### src/rtl/dct_transpose.sv
// Ping-pong 8x8 transpose buffer between the row and column 1D-DCT passes.
// Takes one coefficient per beat in row-major order. Emits one packed column per beat:
// lane k of the output word holds block row k.
module dct_transpose #(
    parameter int unsigned DATA_WIDTH = 16
) (
    input  logic                    clk_i,
    input  logic                    rst_n_i,
    // row-pass coefficient stream
    input  logic                    i_coef_tvalid,
    output logic                    o_coef_tready,
    input  logic [DATA_WIDTH-1:0]   i_coef_tdata,
    input  logic                    i_coef_tlast,
    input  logic                    i_coef_tuser,
    // column word stream
    output logic                    o_col_tvalid,
    input  logic                    i_col_tready,
    output logic [8*DATA_WIDTH-1:0] o_col_tdata,
    output logic                    o_col_tlast,
    output logic                    o_col_tuser,
    output logic [DATA_WIDTH-1:0]   o_col_tkeep,
    output logic [DATA_WIDTH-1:0]   o_col_tstrb
);

    // Two 64-entry banks; contents are never reset, only the flags guarding them.
    logic [DATA_WIDTH-1:0] r_bank [2][64];

    logic [1:0]              r_full;
    logic [1:0]              r_sof;
    logic [1:0]              r_eob;
    logic                    r_wr_bank;
    logic [5:0]              r_wr_cnt;
    logic                    r_rd_bank;
    logic [2:0]              r_rd_col;

    logic                    r_tvalid;
    logic [8*DATA_WIDTH-1:0] r_tdata;
    logic                    r_tlast;
    logic                    r_tuser;

    logic                    w_wr_hs;
    logic                    w_resync;
    logic [5:0]              w_wr_addr;
    logic                    w_blk_done;
    logic                    w_rd_adv;
    logic                    w_load;
    logic                    w_rd_done;
    logic [1:0]              w_full_nxt;
    logic [8*DATA_WIDTH-1:0] w_col;

    // tready comes straight from a registered flag, so no path from the output side.
    assign o_coef_tready = !r_full[r_wr_bank];
    assign w_wr_hs       = i_coef_tvalid && o_coef_tready;
    // tuser mid-block restarts the block in the same bank at entry 0.
    assign w_resync      = w_wr_hs && i_coef_tuser && (r_wr_cnt != 6'd0);
    assign w_wr_addr     = w_resync ? 6'd0 : r_wr_cnt;
    assign w_blk_done    = w_wr_hs && !w_resync && (r_wr_cnt == 6'd63);

    assign w_rd_adv      = !r_tvalid || i_col_tready;
    assign w_load        = w_rd_adv && r_full[r_rd_bank];
    assign w_rd_done     = w_load && (r_rd_col == 3'd7);

    assign o_col_tvalid  = r_tvalid;
    assign o_col_tdata   = r_tdata;
    assign o_col_tlast   = r_tlast;
    assign o_col_tuser   = r_tuser;
    assign o_col_tkeep   = '1;
    assign o_col_tstrb   = '1;

    // Full flags: the reader's bank may clear while the writer's bank sets in one cycle.
    always_comb begin
        w_full_nxt = r_full;
        if (w_rd_done) begin
            w_full_nxt[r_rd_bank] = 1'b0;
        end
        if (w_blk_done) begin
            w_full_nxt[r_wr_bank] = 1'b1;
        end
    end

    // Gather column rd_col of the read bank; lane k is row k.
    always_comb begin
        w_col = '0;
        for (int k = 0; k < 8; k++) begin
            w_col[k*DATA_WIDTH +: DATA_WIDTH] = r_bank[r_rd_bank][{3'(k), r_rd_col}];
        end
    end

    // Coefficient storage write port.
    always_ff @(posedge clk_i) begin
        if (w_wr_hs) begin
            r_bank[r_wr_bank][w_wr_addr] <= i_coef_tdata;
        end
    end

    // Write-side pointers and per-bank sof/eob flags.
    always_ff @(posedge clk_i or negedge rst_n_i) begin
        if (!rst_n_i) begin
            r_full    <= '0;
            r_sof     <= '0;
            r_eob     <= '0;
            r_wr_bank <= 1'b0;
            r_wr_cnt  <= '0;
        end else begin
            r_full <= w_full_nxt;
            if (w_resync) begin
                r_sof[r_wr_bank] <= 1'b1;
                r_wr_cnt         <= 6'd1;
            end else if (w_wr_hs) begin
                if (r_wr_cnt == 6'd0) begin
                    r_sof[r_wr_bank] <= i_coef_tuser;
                end
                if (r_wr_cnt == 6'd63) begin
                    r_eob[r_wr_bank] <= i_coef_tlast;
                    r_wr_bank        <= !r_wr_bank;
                end
                r_wr_cnt <= r_wr_cnt + 6'd1;
            end
        end
    end

    // Read-side pointers and the output register.
    always_ff @(posedge clk_i or negedge rst_n_i) begin
        if (!rst_n_i) begin
            r_rd_bank <= 1'b0;
            r_rd_col  <= '0;
            r_tvalid  <= 1'b0;
            r_tdata   <= '0;
            r_tlast   <= 1'b0;
            r_tuser   <= 1'b0;
        end else if (w_load) begin
            r_tvalid <= 1'b1;
            r_tdata  <= w_col;
            r_tuser  <= r_sof[r_rd_bank] && (r_rd_col == 3'd0);
            r_tlast  <= r_eob[r_rd_bank] && (r_rd_col == 3'd7);
            r_rd_col <= r_rd_col + 3'd1;
            if (w_rd_done) begin
                r_rd_bank <= !r_rd_bank;
            end
        end else if (w_rd_adv) begin
            // nothing to send: drop valid, hold payload
            r_tvalid <= 1'b0;
        end
    end

endmodule
### config.mk
export PLATFORM = sky130hd
export DESIGN_NAME = dct_transpose
export DESIGN_NICKNAME = d
export VERILOG_FILES = /design/src/rtl/dct_transpose.sv
export SDC_FILE = /design/constraint.sdc
export NUM_CORES = 2
export LEC_CHECK = 0
export BUFFER_PORTS_ARGS = -buffer_cell sky130_fd_sc_hd__buf_2
export CORE_ASPECT_RATIO = 1.25
export CORE_UTILIZATION = 50
export CTS_CLUSTER_DIAMETER = 200
export CTS_CLUSTER_SIZE = 25
export DETAILED_ROUTE_END_ITERATION = 12
export PLACE_DENSITY_LB_ADDON = 0.08
export SLEW_MARGIN = 20
export SYNTH_ARGS = -nofsm -noshare
export SYNTH_HDL_FRONTEND = slang
export SYNTH_SLANG_ARGS = --single-unit
### constraint.sdc
create_clock -name clk_i -period 4.1 [get_ports clk_i]
set_input_delay 0.205 -clock clk_i [delete_from_list [all_inputs] [get_ports clk_i]]
set_output_delay 0.205 -clock clk_i [all_outputs]
set_load 0.01 [all_outputs]
==> out/qor.yml <==
placement:
  place.gp.congestion: 0.807
  place_hpwl_mm: 119
  dp_slack_ps: 477
  port_buffers: 153
pwr:
  p_sw_frac: 0.206
  pwr-share-comb: 0.030
  pwr-share-clk: 0.308
  p_int_mw: 29.6
  p_sw_mw: 7.68
  power_frac_seq: 0.662
  ir_drop_v: 0.000353
  cellPowerDensity_nw_per_um2: 411
  leakagePower_nw: 27.0
floorplan:
  core_area_um2: 164000
  fp.dieH_um: 457
  rows: 166
  start_util: 0.505
  dieArea_um2: 168000
  die_w_um: 366
  io_pins: 186
routing:
  drc: 0
  via_count: 39000
  ant_nets: 0
  wl_mm: 205
  wire_per_inst_um: 32.7
  drt_first_pass_iters: 7
  avgViaCountPerCell: 6.20
  drt_iter0_drc: 4286
setup_path:
  cp-end-kind: "register"
  crit_path_cell_trace: "or3_4 -> o2111ai_2 -> nand3_1 -> nor2_2 -> buf_4"
  rr_startpoint: "r_wr_cnt[3]"
  path_max_fanout: 16
  critPathMaxStageDelay_ps: 1010
  crit_slowest_cell: "nand3_1"
  worstRegToRegCells: 5
  crit_path_start_kind: "register"
  crit_required_ps: 4540
  crit_start: "r_wr_cnt[3]"
  path_class: "register to register"
  r2r_end: "r_bank[0][918]"
  rrSetupSlack_ps: 400
  crit_arrival_ps: 4140
clocking:
  path_clk_slew_ps: 100
  numCtsBuffers: 97
  postCtsSetupBuffers: 0
  cts-resized-gates: 0
  cts_sinks: 2196
  htreeDepth: 3
  cts-root-buf: "clkbuf_16"
  cts_tree: "built"
  clk_latency_ps: 770
  cts_hold_buffers: 12
  cts_buffer_depth: 3
sta:
  slew_headroom: 0.262
  skew_ps: 33.8
  fin_crit_ps: 3700
  rsz0062_at_grt: "false"
  tightest_slew_ps: 1110
  fmax_mhz: 270
  setup_slack_ps: 397
  slew_violations: 0
  fin_crit_sh: 0.903
  setup-tns-final_ps: 0
  setup_viol: 0
  hold_viol: 0
yosys:
  syn_avg_cell_area_um2: 22.2
  synth_ff_type: "edfxtp_1"
  netlist_instances: 3733
  synth_cell_types: 51
  synth_edf_count: 2048
  synthArstFlopShare: 0.0674
  synth_area_um2: 83000
  ys_seq_elements: 2196
  yosys_warnings: 0
  synth_seq_area_share: 0.786
hold_path:
  worst_hold_path.num_cells: 1
  hold_end: "r_bank[0][387]"
  hold_path.class: "input port to register"
  worstHoldStart: "i_coef_tdata[3]"
layout:
  area_growth_pct: 9.41
  final_common_cell: "edfxtp_1"
  final_cell_mix: "edfxtp_1 (2048), mux4_2 (512), o22ai_1 (257)"
  finalNetCount: 4037
  drive_above_1_share: 0.306
run_status:
  outcome: "completed"
global_route:
  grt_first_pass_wirelength_mm: 293
  grt.total_usage: 0.246
  grt_overflow: 0
  antenna_found_initial: 8
  grt_max_degree: 99
  grt_pass1_vias: 39500
flow_run:
  max_cap_violations: 0
## per-stage QoR
step | instance area (um^2) | hold WS [ps] | std cells | util | total power [mW]
global placement | 87700 | 177 | 6081 | 0.534 | 26.3
detailed placement | 87700 | 177 | 6081 | 0.534 | 26.3
finish | 90800 | 14.8 | 6281 | 0.553 | 37.3
floorplan | 83100 | -90.6 | 3764 | - | 25.6
CTS | 90700 | 0.633 | 6276 | 0.552 | 37.6
global route | 90800 | 33.6 | 6279 | 0.553 | 38.3
## Yosys cell counts (2+ instances only)
cell type / n / share of area
edfxtp_1: 2048 / 0.74
mux2i_1: 4 / 0.00048
buf_6: 4 / 0.00054
mux4_2: 512 / 0.14
a21o_1: 2 / 0.00018
buf_4: 34 / 0.0031
clkbuf_1: 77 / 0.0035
nor3_1: 13 / 0.00078
or4_1: 2 / 0.00018
nand3_2: 3 / 0.00036
nand2b_1: 6 / 0.00045
nand4_1: 11 / 0.00083
buf_1: 8 / 0.00036
xnor2_1: 3 / 0.00032
o31ai_1: 2 / 0.00018
nand3_1: 18 / 0.0011
dfrtp_1: 148 / 0.045
o21ai_0: 7 / 0.00042
mux2_2: 130 / 0.018
inv_1: 10 / 0.00045
o21a_1: 2 / 0.00018
a32o_1: 2 / 0.00024
nor2_2: 6 / 0.00045
a22o_1: 2 / 0.00021
nor2_1: 199 / 0.0090
and3_1: 3 / 0.00023
or2_2: 2 / 0.00015
buf_2: 119 / 0.0072
ha_1: 5 / 0.00075
a21oi_1: 54 / 0.0033
nand2_1: 17 / 0.00077
nor2b_1: 5 / 0.00038
o22ai_1: 257 / 0.019
## logic make-up after synthesis
kind of cell	share of synthesized area
buffers and inverters	0.0151
multiplexers	0.158
AO/OA/AOI/OAI	0.0249
other	0.0000452
AND/OR/NAND/NOR	0.0156
adder cells (fa/ha/maj)	0.000754
XOR/XNOR	0.000317
flip-flops	0.786
## registers in the layout (all words and copies together), names as in the netlist
| name | flops |
|---|---|
| r_bank | 2048 |
| o_col_tdata | 128 |
| r_wr_cnt | 6 |
| r_rd_col | 3 |
| r_eob | 2 |
| r_full | 2 |
| r_sof | 2 |
| o_col_tlast | 1 |
| o_col_tuser | 1 |
| o_col_tvalid | 1 |
| r_rd_bank | 1 |
| r_wr_bank | 1 |
## per-layer routing
layer | up-vias | share of wire | GRT usage
met1 | 21500 | 0.43 | 0.360
met3 | 188 | 0.053 | 0.0246
li1 | 16100 | - | -
met2 | 1180 | 0.50 | 0.404
met4 | 0 | 0.019 | 0.0552
met5 | - | 0 | 0
## final cells by class
class	count	area (um^2)
inverter	11	43.8
fill	12400	73500
sequential	2196	65200
multi-input combinational	1315	17000
clock buffer	180	2820
tap	2184	2730
timing repair buffer	389	2960
antenna	3	7.51
clock inverter	3	47.5
## worst max-delay path: cells and delay by family (launching register included)
family                 cells  cell delay (ps)
AND/OR/NAND/NOR            3             1860
buffers and inverters      1              310
AO/OA/AOI/OAI              1              680
flip-flops                 1              500
## worst max-delay path by stage
stage | slack [ps] | end | cells after the start
final | 400 | r_bank[0][918] | 5
after global routing | 260 | r_bank[0][543] | 7
after global placement | 510 | r_bank[0][918] | 5
after detailed placement | 480 | r_bank[0][274] | 5
after floorplan | 980 | r_bank[0][640] | 7
after CTS | 470 | r_bank[0][918] | 5
## power by group through the flow
stage	Combinational, mW	Clock, mW	Sequential (mW)
after floorplan	0.389	0	25.2
after global placement	1.08	0	25.2
after detailed placement	1.10	0	25.2
after CTS	1.11	11.7	24.7
after global routing	1.17	12.4	24.7
final	1.11	11.5	24.7
Power figures use the tool's default switching activity.
